File: config.mk
export PLATFORM = sky130hd
export DESIGN_NAME = ex_mem_stage_reg
export DESIGN_NICKNAME = d
export VERILOG_FILES = /design/src/rtl/ex_mem_stage_reg.sv
export SDC_FILE = /design/constraint.sdc
export NUM_CORES = 1
export LEC_CHECK = 0
export ABC_AREA = 1
export CAP_MARGIN = 30
export CELL_PAD_IN_SITES_DETAIL_PLACEMENT = 1
export CELL_PAD_IN_SITES_GLOBAL_PLACEMENT = 1
export CORE_UTILIZATION = 27
export CTS_CLUSTER_DIAMETER = 100
export DETAILED_ROUTE_END_ITERATION = 16
export GPL_TIMING_DRIVEN = 0
export HOLD_SLACK_MARGIN = 0.03
export PLACE_DENSITY_LB_ADDON = 0.1
export SLEW_MARGIN = 0
export SYNTH_ARGS = -nofsm -noshare
export SYNTH_HDL_FRONTEND = slang
export SYNTH_SLANG_ARGS = --single-unit
File: constraint.sdc
create_clock -name clk -period 0.8 [get_ports clk]
set_input_delay 0.16 -clock clk [delete_from_list [all_inputs] [get_ports clk]]
set_output_delay 0.16 -clock clk [all_outputs]
set_load 0.05 [all_outputs]
File: src/rtl/ex_mem_stage_reg.sv
// ex_mem_stage_reg
//   EX->MEM pipeline register. Captures the ALU result and control, resolves
//   conditional branches from the ALU flags (the ALU has computed rs1-rs2),
//   lane-replicates store data, builds byte strobes and flags misaligned
//   loads/stores. Supports stall (hold everything) and flush (bubble).
//
//   Ports
//     clk, rst_n                    clock / async active-low reset
//     stall_mem, flush_mem          hold / bubble (flush wins)
//     ex_*                          execute-stage inputs
//     mem_*                         registered memory-stage outputs
//
//   No FSM: this is a pure pipeline register with per-edge priority
//   flush > stall > load. Every output is a flop.
module ex_mem_stage_reg #(
    parameter int XLEN   = 32,
    parameter int REG_AW = 5
) (
    input  logic              clk,
    input  logic              rst_n,
    input  logic              stall_mem,
    input  logic              flush_mem,
    input  logic              ex_valid,
    input  logic [XLEN-1:0]   ex_result_alu,
    input  logic              ex_carry,
    input  logic              ex_zero,
    input  logic              ex_negative,
    input  logic              ex_overflow,
    input  logic [XLEN-1:0]   ex_rs2_data,
    input  logic [XLEN-1:0]   ex_pc_plus4,
    input  logic [6:0]        ex_opcode,
    input  logic [2:0]        ex_func3,
    input  logic [REG_AW-1:0] ex_rd,
    input  logic              ex_reg_write,
    input  logic              ex_mem_read,
    input  logic              ex_mem_write,
    input  logic              ex_mem_to_reg,
    input  logic [1:0]        ex_store_type,
    input  logic [2:0]        ex_load_type,
    output logic              mem_valid,
    output logic [XLEN-1:0]   mem_alu_out,
    output logic [XLEN-1:0]   mem_addr,
    output logic [XLEN-1:0]   mem_wdata,
    output logic [3:0]        mem_wstrb,
    output logic [REG_AW-1:0] mem_rd,
    output logic              mem_reg_write,
    output logic              mem_mem_read,
    output logic              mem_mem_write,
    output logic              mem_mem_to_reg,
    output logic [2:0]        mem_load_type,
    output logic              mem_branch_taken,
    output logic              mem_misaligned
);

    localparam logic [6:0] OP_BTYPE = 7'b1100011;
    localparam logic [6:0] OP_JTYPE = 7'b1101111;
    localparam logic [6:0] OP_IJALR = 7'b1100111;

    localparam logic [1:0] STORE_SB  = 2'd0;
    localparam logic [1:0] STORE_SH  = 2'd1;
    localparam logic [1:0] STORE_SW  = 2'd2;

    localparam logic [2:0] LOAD_LH   = 3'd1;
    localparam logic [2:0] LOAD_LW   = 3'd2;
    localparam logic [2:0] LOAD_LHU  = 3'd4;
    localparam logic [2:0] LOAD_DEF  = 3'd7;

    localparam logic [2:0] F3_BEQ  = 3'b000;
    localparam logic [2:0] F3_BNE  = 3'b001;
    localparam logic [2:0] F3_BLT  = 3'b100;
    localparam logic [2:0] F3_BGE  = 3'b101;
    localparam logic [2:0] F3_BLTU = 3'b110;
    localparam logic [2:0] F3_BGEU = 3'b111;

    logic              valid_q,        valid_d;
    logic [XLEN-1:0]   alu_out_q,      alu_out_d;
    logic [XLEN-1:0]   addr_q,         addr_d;
    logic [XLEN-1:0]   wdata_q,        wdata_d;
    logic [3:0]        wstrb_q,        wstrb_d;
    logic [REG_AW-1:0] rd_q,           rd_d;
    logic              reg_write_q,    reg_write_d;
    logic              mem_read_q,     mem_read_d;
    logic              mem_write_q,    mem_write_d;
    logic              mem_to_reg_q,   mem_to_reg_d;
    logic [2:0]        load_type_q,    load_type_d;
    logic              branch_taken_q, branch_taken_d;
    logic              misaligned_q,   misaligned_d;

    logic [1:0]        a;
    logic              br_cond;
    logic [XLEN-1:0]   st_wdata;
    logic [3:0]        st_wstrb;
    logic              st_en;
    logic              st_mis;
    logic              ld_mis;
    logic              mis;

    always_comb begin
        a = ex_result_alu[1:0];

        br_cond = 1'b0;
        if (ex_opcode == OP_BTYPE) begin
            unique case (ex_func3)
                F3_BEQ:  br_cond = ex_zero;
                F3_BNE:  br_cond = !ex_zero;
                F3_BLT:  br_cond = ex_negative ^ ex_overflow;
                F3_BGE:  br_cond = !(ex_negative ^ ex_overflow);
                F3_BLTU: br_cond = !ex_carry;
                F3_BGEU: br_cond = ex_carry;
                default: br_cond = 1'b0;
            endcase
        end

        // Non-store cycles pass rs2 through unmodified; it is a don't-care then.
        st_wdata = ex_rs2_data;
        st_wstrb = 4'b0000;
        st_en    = 1'b0;
        st_mis   = 1'b0;
        if (ex_mem_write) begin
            unique case (ex_store_type)
                STORE_SB: begin
                    st_wdata = {4{ex_rs2_data[7:0]}};
                    st_wstrb = 4'b0001 << a;
                    st_en    = 1'b1;
                end
                STORE_SH: begin
                    st_wdata = {2{ex_rs2_data[15:0]}};
                    st_wstrb = a[1] ? 4'b1100 : 4'b0011;
                    st_en    = 1'b1;
                    st_mis   = a[0];
                end
                STORE_SW: begin
                    st_wstrb = 4'b1111;
                    st_en    = 1'b1;
                    st_mis   = (a != 2'b00);
                end
                default: begin
                    st_en    = 1'b0;
                end
            endcase
        end

        ld_mis = ex_mem_read &&
                 ((((ex_load_type == LOAD_LH) || (ex_load_type == LOAD_LHU)) && a[0]) ||
                  ((ex_load_type == LOAD_LW) && (a != 2'b00)));
        mis = st_mis || ld_mis;

        valid_d        = valid_q;
        alu_out_d      = alu_out_q;
        addr_d         = addr_q;
        wdata_d        = wdata_q;
        wstrb_d        = wstrb_q;
        rd_d           = rd_q;
        reg_write_d    = reg_write_q;
        mem_read_d     = mem_read_q;
        mem_write_d    = mem_write_q;
        mem_to_reg_d   = mem_to_reg_q;
        load_type_d    = load_type_q;
        branch_taken_d = branch_taken_q;
        misaligned_d   = misaligned_q;

        if (flush_mem || (!stall_mem && !ex_valid)) begin
            // Bubble: kill every control bit, leave data fields as they were.
            valid_d        = 1'b0;
            reg_write_d    = 1'b0;
            mem_read_d     = 1'b0;
            mem_write_d    = 1'b0;
            mem_to_reg_d   = 1'b0;
            branch_taken_d = 1'b0;
            misaligned_d   = 1'b0;
            wstrb_d        = 4'b0000;
        end else if (!stall_mem) begin
            valid_d        = 1'b1;
            alu_out_d      = ((ex_opcode == OP_JTYPE) || (ex_opcode == OP_IJALR)) ?
                             ex_pc_plus4 : ex_result_alu;
            addr_d         = ex_result_alu;
            wdata_d        = st_wdata;
            rd_d           = ex_rd;
            mem_to_reg_d   = ex_mem_to_reg;
            load_type_d    = ex_load_type;
            branch_taken_d = br_cond;
            // A misaligned access keeps valid so the trap logic sees it, but
            // must not touch memory or the register file.
            misaligned_d   = mis;
            wstrb_d        = mis ? 4'b0000 : st_wstrb;
            mem_write_d    = st_en && !mis;
            mem_read_d     = ex_mem_read && !mis;
            reg_write_d    = ex_reg_write && !mis;
        end
    end

    always_ff @(posedge clk or negedge rst_n) begin
        if (!rst_n) begin
            valid_q        <= 1'b0;
            alu_out_q      <= '0;
            addr_q         <= '0;
            wdata_q        <= '0;
            wstrb_q        <= 4'b0000;
            rd_q           <= '0;
            reg_write_q    <= 1'b0;
            mem_read_q     <= 1'b0;
            mem_write_q    <= 1'b0;
            mem_to_reg_q   <= 1'b0;
            load_type_q    <= LOAD_DEF;
            branch_taken_q <= 1'b0;
            misaligned_q   <= 1'b0;
        end else begin
            valid_q        <= valid_d;
            alu_out_q      <= alu_out_d;
            addr_q         <= addr_d;
            wdata_q        <= wdata_d;
            wstrb_q        <= wstrb_d;
            rd_q           <= rd_d;
            reg_write_q    <= reg_write_d;
            mem_read_q     <= mem_read_d;
            mem_write_q    <= mem_write_d;
            mem_to_reg_q   <= mem_to_reg_d;
            load_type_q    <= load_type_d;
            branch_taken_q <= branch_taken_d;
            misaligned_q   <= misaligned_d;
        end
    end

    assign mem_valid        = valid_q;
    assign mem_alu_out      = alu_out_q;
    assign mem_addr         = addr_q;
    assign mem_wdata        = wdata_q;
    assign mem_wstrb        = wstrb_q;
    assign mem_rd           = rd_q;
    assign mem_reg_write    = reg_write_q;
    assign mem_mem_read     = mem_read_q;
    assign mem_mem_write    = mem_write_q;
    assign mem_mem_to_reg   = mem_to_reg_q;
    assign mem_load_type    = load_type_q;
    assign mem_branch_taken = branch_taken_q;
    assign mem_misaligned   = misaligned_q;

endmodule

==> flow_summary.json, run 1 <==
{
  "hp-class": "in -> async",
  "synth-edff-count": 0,
  "grt_pass1_wl_mm": 32.1,
  "syn_nets": 764,
  "dp_slack_ps": -1020,
  "rsz0062_at_grt": "true",
  "layout_min_cycle_time_ps": 1260,
  "ys_seq_area_frac": 0.544,
  "syn_area_um2": 5300,
  "wirelength_mm": 21.6,
  "drv_slew": 0,
  "cp.buffers_inverters": 1,
  "num_vias": 5553,
  "grt_util_met1": 0.256,
  "regArea_um2": 2940,
  "cts_max_path_buffers": 2,
  "postRouteAntennaNets": 0,
  "setup_viol": 133,
  "worst_pin_slew_ps": 545,
  "outcome": "finished, violations left",
  "viasPerCell": 4.53,
  "clock_sinks": 115,
  "drcViolationCount": 0,
  "cts-buffers-inserted": 17,
  "crit_path_end_kind": "output port",
  "area_delta_synth_final_pct": 93.6,
  "io_buffers": 243,
  "start_util": 0.280,
  "reg2reg_from": "mem_wdata[26]",
  "fillers": 2104,
  "worst-setup-path-type": "reg -> out",
  "multi_input_area_um2": 2470,
  "syn_inst": 631,
  "root_buffer": "clkbuf_16",
  "powerDensity_nw_per_um2": 2390,
  "fin_crit_sh": 1.58,
  "fmax_ghz": 0.793,
  "dpl_cell_area_um2": 8430,
  "reg2reg_depth": 2,
  "coreArea_um2": 19000,
  "yosys_warnings": 0,
  "antenna_found_initial": 3,
  "worst_hold_slack_ps": -301,
  "crit_family": "flip-flops",
  "finalWorstSetupSlack_ps": -461,
  "clk_pin_slew_ps": 60,
  "die_area_um2": 20200,
  "required_ps": 640,
  "postSynthAreaPerCell_um2": 8.40,
  "drtIter0Drc": 161,
  "grt_usage": 0.209,
  "crit_fanout": 2,
  "max_stage_delay_ps": 550,
  "ys.flop_type": "dfrtp_1",
  "insertion_delay_ps": 400,
  "grt.met2_usage": 0.360,
  "final-hold-violation-count": 52,
  "drive_above_1_share": 0.438,
  "nNetsFinal": 1082,
  "reg2reg_slack_ps": -20,
  "p_leak_nw": 4.90,
  "cts_tree": "built",
  "arrival_ps": 1100,
  "layout_commonest_cell": "nand2_1",
  "overflow": 0,
  "gp_congestion": 0.760,
  "relSlewSlack": 0.637,
  "yosys_register_bits": 115,
  "slowest_stage": "dfstp_2",
  "fin_skew_ps": 0,
  "top_usage_layer": "met2",
  "path_cells": "buf_8",
  "die_y_um": 142,
  "max-cap-violations": 0,
  "ctsHtreeMaxLevel": 4,
  "yosysUniqueCellTypes": 30,
  "reg2reg_to": "mem_wdata[26]",
  "met3_usage": 0.0508,
  "drtPass1Iterations": 4,
  "startpoint_type": "flop",
  "grt_max_degree": 64,
  "first_global_vias": 5956,
  "violations": "negative hold slack, negative setup slack",
  "placementRows": 50,
  "synth-async-reset-ratio": 1.00,
  "final_cell_mix": "187 x nand2_1, 138 x buf_6, 92 x clkdlybuf4s50_1, 64 x dfrtp_1, 56 x o21ai_1",
  "design_area_um2": 10300,
  "dp.final_hpwl_mm": 15.2,
  "drt-wirelength-per-cell_um": 17.6,
  "vdd_ir_drop_max_v": 0.00144,
  "ios": 244,
  "die_width_um": 142
}
==> layer usage <==
metal | vias up | wire (µm)
met5 | - | 0
met4 | 0 | 209
met3 | 15 | 1160
met2 | 154 | 10900
met1 | 2707 | 9280
li1 | 2677 | -
==> through the flow <==
stage	power (mW)	cells	setup TNS, ps	utilization
after floorplan	11.7	631	-9320	-
after global placement	14.8	1134	-750950	0.443
after detailed placement	14.9	1135	-160280	0.445
after CTS	24.3	1207	-39910	0.511
after global routing	25.4	1224	-42790	0.541
final	24.5	1225	-38070	0.541
==> where the power goes <==
group,total [mW],switching (mW),internal (mW)
clock,8.51,2.75,5.76
combinational,8.47,5.11,3.37
sequential,7.50,0.698,6.80
==> layout make-up <==
type                       instances  area share
clock buffer                      22      0.0462
tap                              260      0.0317
antenna                            3    0.000732
multi-input combinational        425       0.241
sequential                       115       0.287
clock inverter                    10      0.0174
buffer                            31      0.0381
timing repair buffer             300       0.313
inverter                          59      0.0245
==> synth_stat cells, types with 3 or more instances <==
cell      instances  area (µm²)
buf_6             7        78.8
inv_2             6        22.5
buf_2            15        75.1
dfstp_2           3        78.8
nand3_1          23         115
nand4_1           5        31.3
o21ai_1          41         205
nor2_1           19        71.3
o21ai_0          63         315
a21oi_1          34         170
dfrtp_1         112        2800
ha_1              4        50.1
nand2_1         207         777
o21a_1           15         113
buf_4             4        30.0
inv_1            53         199
nand2_2           3        18.8
clkbuf_1          5        18.8
==> kinds of logic after synthesis <==
group,count (synthesis),synth area share
fa+ha+maj,4,0.00945
compound gates,157,0.160
simple gates,263,0.204
buf+inv,92,0.0824
flops,115,0.544
==> how the worst max path moves through the flow <==
stage / depth (start not counted) / start / slack (ps) / to
6_report: 1 / mem_load_type[0] / -460 / mem_load_type[0]
5_1_grt: 1 / mem_load_type[0] / -490 / mem_load_type[0]
4_1_cts: 1 / mem_load_type[0] / -490 / mem_load_type[0]
3_5_place_dp: 7 / ex_store_type[0] / -1020 / mem_wdata[18]
3_3_place_gp: 1 / rst_n / -5530 / mem_wdata[0]
2_1_floorplan: 7 / ex_store_type[0] / -180 / mem_wdata[30]
==> what timing repair did <==
action,in CTS,in global routing
endpoints found under the hold margin,52,52
pin swaps,20,30
cloned,5,4
resized for setup,929,136
setup endpoints to repair,229,204
buffers inserted,35,17
(Power assumes the default switching activity.)
==> inputs of run 2 (changes only) <==
Settings changed: TNS_END_PERCENT from default to 5.
==> flow_summary.json, run 2 (same netlist as run 1, synthesis figures left out) <==
{
  "placementRows": 50,
  "setup_viol": 151,
  "vdd_ir_drop_max_v": 0.00146,
  "max_stage_delay_ps": 540,
  "relSlewSlack": 0.652,
  "grt_pass1_wl_mm": 31.5,
  "root_buffer": "clkbuf_16",
  "path_cells": "buf_8",
  "die_y_um": 142,
  "drcViolationCount": 0,
  "crit_fanout": 2,
  "area_delta_synth_final_pct": 78.6,
  "insertion_delay_ps": 410,
  "postRouteAntennaNets": 0,
  "worst_pin_slew_ps": 522,
  "drt-wirelength-per-cell_um": 17.6,
  "drtIter0Drc": 192,
  "crit_family": "flip-flops",
  "hp-class": "in -> async",
  "setup_tns_ps": -38400,
  "max-cap-violations": 0,
  "wirelength_mm": 20.8,
  "dp_slack_ps": -1140,
  "layout_commonest_cell": "nand2_1",
  "reg2reg_from": "mem_load_type[0]",
  "clock_sinks": 115,
  "io_buffers": 243,
  "num_vias": 5446,
  "final-hold-violation-count": 50,
  "die_area_um2": 20200,
  "rsz0062_at_grt": "true",
  "start_util": 0.280,
  "outcome": "finished, violations left",
  "gp_congestion": 0.772,
  "ios": 244,
  "grt_usage": 0.205,
  "p_leak_nw": 4.71,
  "cp.buffers_inverters": 1,
  "ctsHtreeMaxLevel": 4,
  "required_ps": 640,
  "final_cell_mix": "203 x nand2_1, 127 x buf_6, 112 x dfrtp_1, 98 x clkdlybuf4s50_1, 67 x o21ai_1",
  "drtPass1Iterations": 4,
  "nNetsFinal": 1043,
  "worst-setup-path-type": "reg -> out",
  "cts_tree": "built",
  "startpoint": "mem_load_type[2]",
  "grt_max_degree": 66,
  "coreArea_um2": 19000,
  "dp.final_hpwl_mm": 15.2,
  "fmax_ghz": 0.789,
  "startpoint_type": "flop",
  "die_width_um": 142,
  "violations": "negative hold slack, negative setup slack",
  "fillers": 2178,
  "slowest_stage": "dfstp_2",
  "antenna_found_initial": 3,
  "layout_min_cycle_time_ps": 1270,
  "drv_slew": 0,
  "cts-buffers-inserted": 17,
  "cts_max_path_buffers": 2,
  "clk_pin_slew_ps": 60,
  "arrival_ps": 1110,
  "finalWorstSetupSlack_ps": -468,
  "drive_above_1_share": 0.286,
  "fin_skew_ps": 0,
  "first_global_vias": 5781,
  "overflow": 0,
  "fin_crit_sh": 1.58,
  "viasPerCell": 4.60,
  "crit_path_end_kind": "output port",
  "powerDensity_nw_per_um2": 2500,
  "worst_hold_slack_ps": -319
}
-- run 2: cell types whose count changed in the layout (fill, tap and decap cells not counted), moves of 13 or more --
cell / previous run / this run
a21oi_1: 2 / 15
o21ai_2: 21 / 4
nand2_1: 187 / 203
dfrtp_1: 64 / 112
dfrtp_2: 48 / 0
buf_4: 37 / 14
-- run 2: cell type report --
class                   count  area (µm²)  area share
diodes                      3        7.51    0.000793
well taps                 260         325      0.0344
repair buffers            259        2860       0.302
inverters                  59         231      0.0245
plain buffers              33         365      0.0386
clock buffers              21         460      0.0487
flip-flops and latches    115        2880       0.305
clock inverters            10         180      0.0190
multi-input cells         425        2150       0.227
-- run 2: per-stage QoR --
step	util	std cells	hold WS, ps	cell area, µm²	total power, mW
floorplan	-	631	-136	5310	11.6
global placement	0.426	1134	460	8070	14.6
detailed placement	0.427	1135	148	8100	14.8
CTS	0.478	1175	-303	9060	23.8
global route	0.499	1184	-285	9460	24.6
finish	0.499	1185	-319	9460	23.7
-- run 2: worst paths after layout --
path                            slack, ps               end  depth (start not counted)
worst max-delay path                 -470  mem_load_type[2]                          1
worst min-delay path                 -320   mem_alu_out[16]                          1
worst max register to register        -10  mem_load_type[0]                          3
worst min register to register        490  mem_load_type[1]                          2
max in group asynchronous             350  mem_load_type[2]                          2
min in group clk                       40  mem_load_type[2]                          3
-- run 2: power breakdown --
part / switching, mW / internal, mW
sequential: 0.699 / 6.74
combinational: 4.90 / 3.01
clock: 2.68 / 5.65
-- run 2: what timing repair did --
item                                   CTS  global route
setup endpoints to repair              229           229
gates cloned                             2             4
gates resized for setup                872           119
endpoints found under the hold margin   50            50
buffers inserted                         7             3
pin swaps                                4            19
-- run 2: per-layer routing --
metal / track usage / routed length (µm) / vias up
met5: 0 / 0 / -
met4: 0.0515 / 148 / 0
met3: 0.0565 / 1280 / 11
met2: 0.356 / 10800 / 162
met1: 0.250 / 8630 / 2682
li1: - / - / 2591
==> inputs of run 3 (changes only) <==
Settings changed: SLEW_MARGIN 0 to 20.
Clock period 0.8 ns to 1.09 ns, I/O delays scaled along.
==> flow_summary.json, run 3 (same netlist as run 1, synthesis figures left out) <==
{
  "reg2reg_slack_ps": 330,
  "postRouteAntennaNets": 0,
  "first_global_vias": 5730,
  "coreArea_um2": 19000,
  "drt-wirelength-per-cell_um": 17.3,
  "nNetsFinal": 1040,
  "crit_fanout": 2,
  "overflow": 0,
  "area_delta_synth_final_pct": 72.9,
  "dp.final_hpwl_mm": 15.0,
  "start_util": 0.280,
  "ios": 244,
  "die_width_um": 142,
  "grt_usage": 0.202,
  "path_cells": "buf_8",
  "final-hold-violation-count": 52,
  "violations": "negative hold slack, negative setup slack",
  "drtPass1Iterations": 4,
  "root_buffer": "clkbuf_16",
  "setup_viol": 115,
  "vdd_ir_drop_max_v": 0.00104,
  "fin_crit_sh": 1.22,
  "finalWorstSetupSlack_ps": -238,
  "placementRows": 50,
  "fmax_ghz": 0.753,
  "layout_commonest_cell": "nand2_1",
  "relSlewSlack": 0.642,
  "cp.depth": 1,
  "final_cell_mix": "205 x nand2_1, 123 x buf_6, 113 x clkdlybuf4s50_1, 112 x dfrtp_1, 53 x o21ai_0",
  "top_usage_layer": "met2",
  "final_util": 0.483,
  "worstSetupEndpoint": "mem_load_type[0]",
  "layout_min_cycle_time_ps": 1330,
  "hp-class": "in -> async",
  "crit_family": "flip-flops",
  "rsz0062_at_grt": "true",
  "drive_above_1_share": 0.249,
  "viasPerCell": 4.57,
  "max-cap-violations": 0,
  "num_vias": 5407,
  "slowest_stage": "dfstp_2",
  "fin_skew_ps": 0,
  "max_stage_delay_ps": 550,
  "cts_tree": "built",
  "die_y_um": 142,
  "clock_sinks": 115,
  "worst_pin_slew_ps": 537,
  "arrival_ps": 1110,
  "drv_slew": 0,
  "cts_max_path_buffers": 2,
  "crit_path_end_kind": "output port",
  "reg2reg_depth": 2,
  "grt.met2_usage": 0.345,
  "outcome": "finished, violations left",
  "fin_cells": 1183,
  "startpoint": "mem_load_type[0]",
  "met3_usage": 0.0559,
  "p_leak_nw": 4.51,
  "ctsHtreeMaxLevel": 4,
  "setup_tns_ps": -10800,
  "clk_pin_slew_ps": 60,
  "powerDensity_nw_per_um2": 1810,
  "worst_hold_slack_ps": -247,
  "gp_congestion": 0.762,
  "grt_max_degree": 64,
  "grt_util_met1": 0.239,
  "grt_pass1_wl_mm": 31.0,
  "io_buffers": 243,
  "required_ps": 870,
  "cp.buffers_inverters": 1,
  "drtIter0Drc": 167,
  "design_area_um2": 9160,
  "insertion_delay_ps": 400,
  "numPlacedInstances": 1135,
  "die_area_um2": 20200,
  "fillers": 2210,
  "worst-setup-path-type": "reg -> out",
  "wirelength_mm": 20.5,
  "dpl_cell_area_um2": 8100,
  "antenna_found_initial": 3,
  "startpoint_type": "flop",
  "reg2reg_from": "mem_load_type[0]",
  "reg2reg_to": "mem_load_type[0]",
  "cts-buffers-inserted": 17,
  "drcViolationCount": 0,
  "total_power_mw": 16.6
}
-- run 3: cell types whose count changed in the layout (fill, tap and decap cells not counted), sizes merged --
cell,delta
clkinv,+5
clkinvlp,-1
dlymetal6s2s,-13
buf,-8
clkdlybuf4s50,+15
dlygate4sd2,+4
clkdlybuf4s15,-2
bufinv,-3
clkbuf,+1
-- run 3: cell type report --
class | count | area [µm²] | share of cell area
clock buffers | 21 | 450 | 0.0492
repair buffers | 256 | 2790 | 0.304
diodes | 3 | 7.51 | 0.000819
inverters | 59 | 224 | 0.0244
flip-flops and latches | 115 | 2880 | 0.314
plain buffers | 33 | 319 | 0.0348
multi-input cells | 425 | 2060 | 0.225
clock inverters | 11 | 111 | 0.0122
well taps | 260 | 325 | 0.0355
-- run 3: metal layers --
| layer | vias to the layer above | wire length (µm) |
|---|---|---|
| li1 | 2587 | - |
| met4 | 0 | 432 |
| met3 | 21 | 1270 |
| met5 | - | 0 |
| met1 | 2626 | 8580 |
| met2 | 173 | 10200 |
-- run 3: metrics by stage --
step	worst slack (ps)	hold slack, ps
floorplan	-22.9	-77.6
global placement	-4960	464
detailed placement	-948	212
CTS	-259	-232
global route	-277	-219
finish	-238	-247
-- run 3: how the worst min path moves through the flow --
stage,from,to,slack [ps],cells past startpoint
finish,rst_n,mem_alu_out[13],-250,1
global route,rst_n,mem_alu_out[13],-220,1
CTS,rst_n,mem_alu_out[13],-230,1
detailed placement,rst_n,mem_alu_out[13],210,1
global placement,mem_alu_out[17],mem_alu_out[17],460,2
floorplan,rst_n,mem_addr[0],-80,0
-- run 3: repair_timing --
item                                    in CTS  in global routing
gates cloned                                 1                  4
setup buffers                                4                  4
pin swaps                                    4                  7
gates resized for setup                    857                 35
endpoints found under the setup margin     228                207
hold endpoints to repair                    52                 52
-- run 3: where the power goes --
| part | internal (mW) | switching (mW) | total (mW) | leakage [nW] |
|---|---|---|---|---|
| sequential | 4.94 | 0.510 | 5.45 | 1.42 |
| clock | 3.39 | 2.01 | 5.40 | 0.280 |
| combinational | 2.15 | 3.54 | 5.70 | 2.81 |
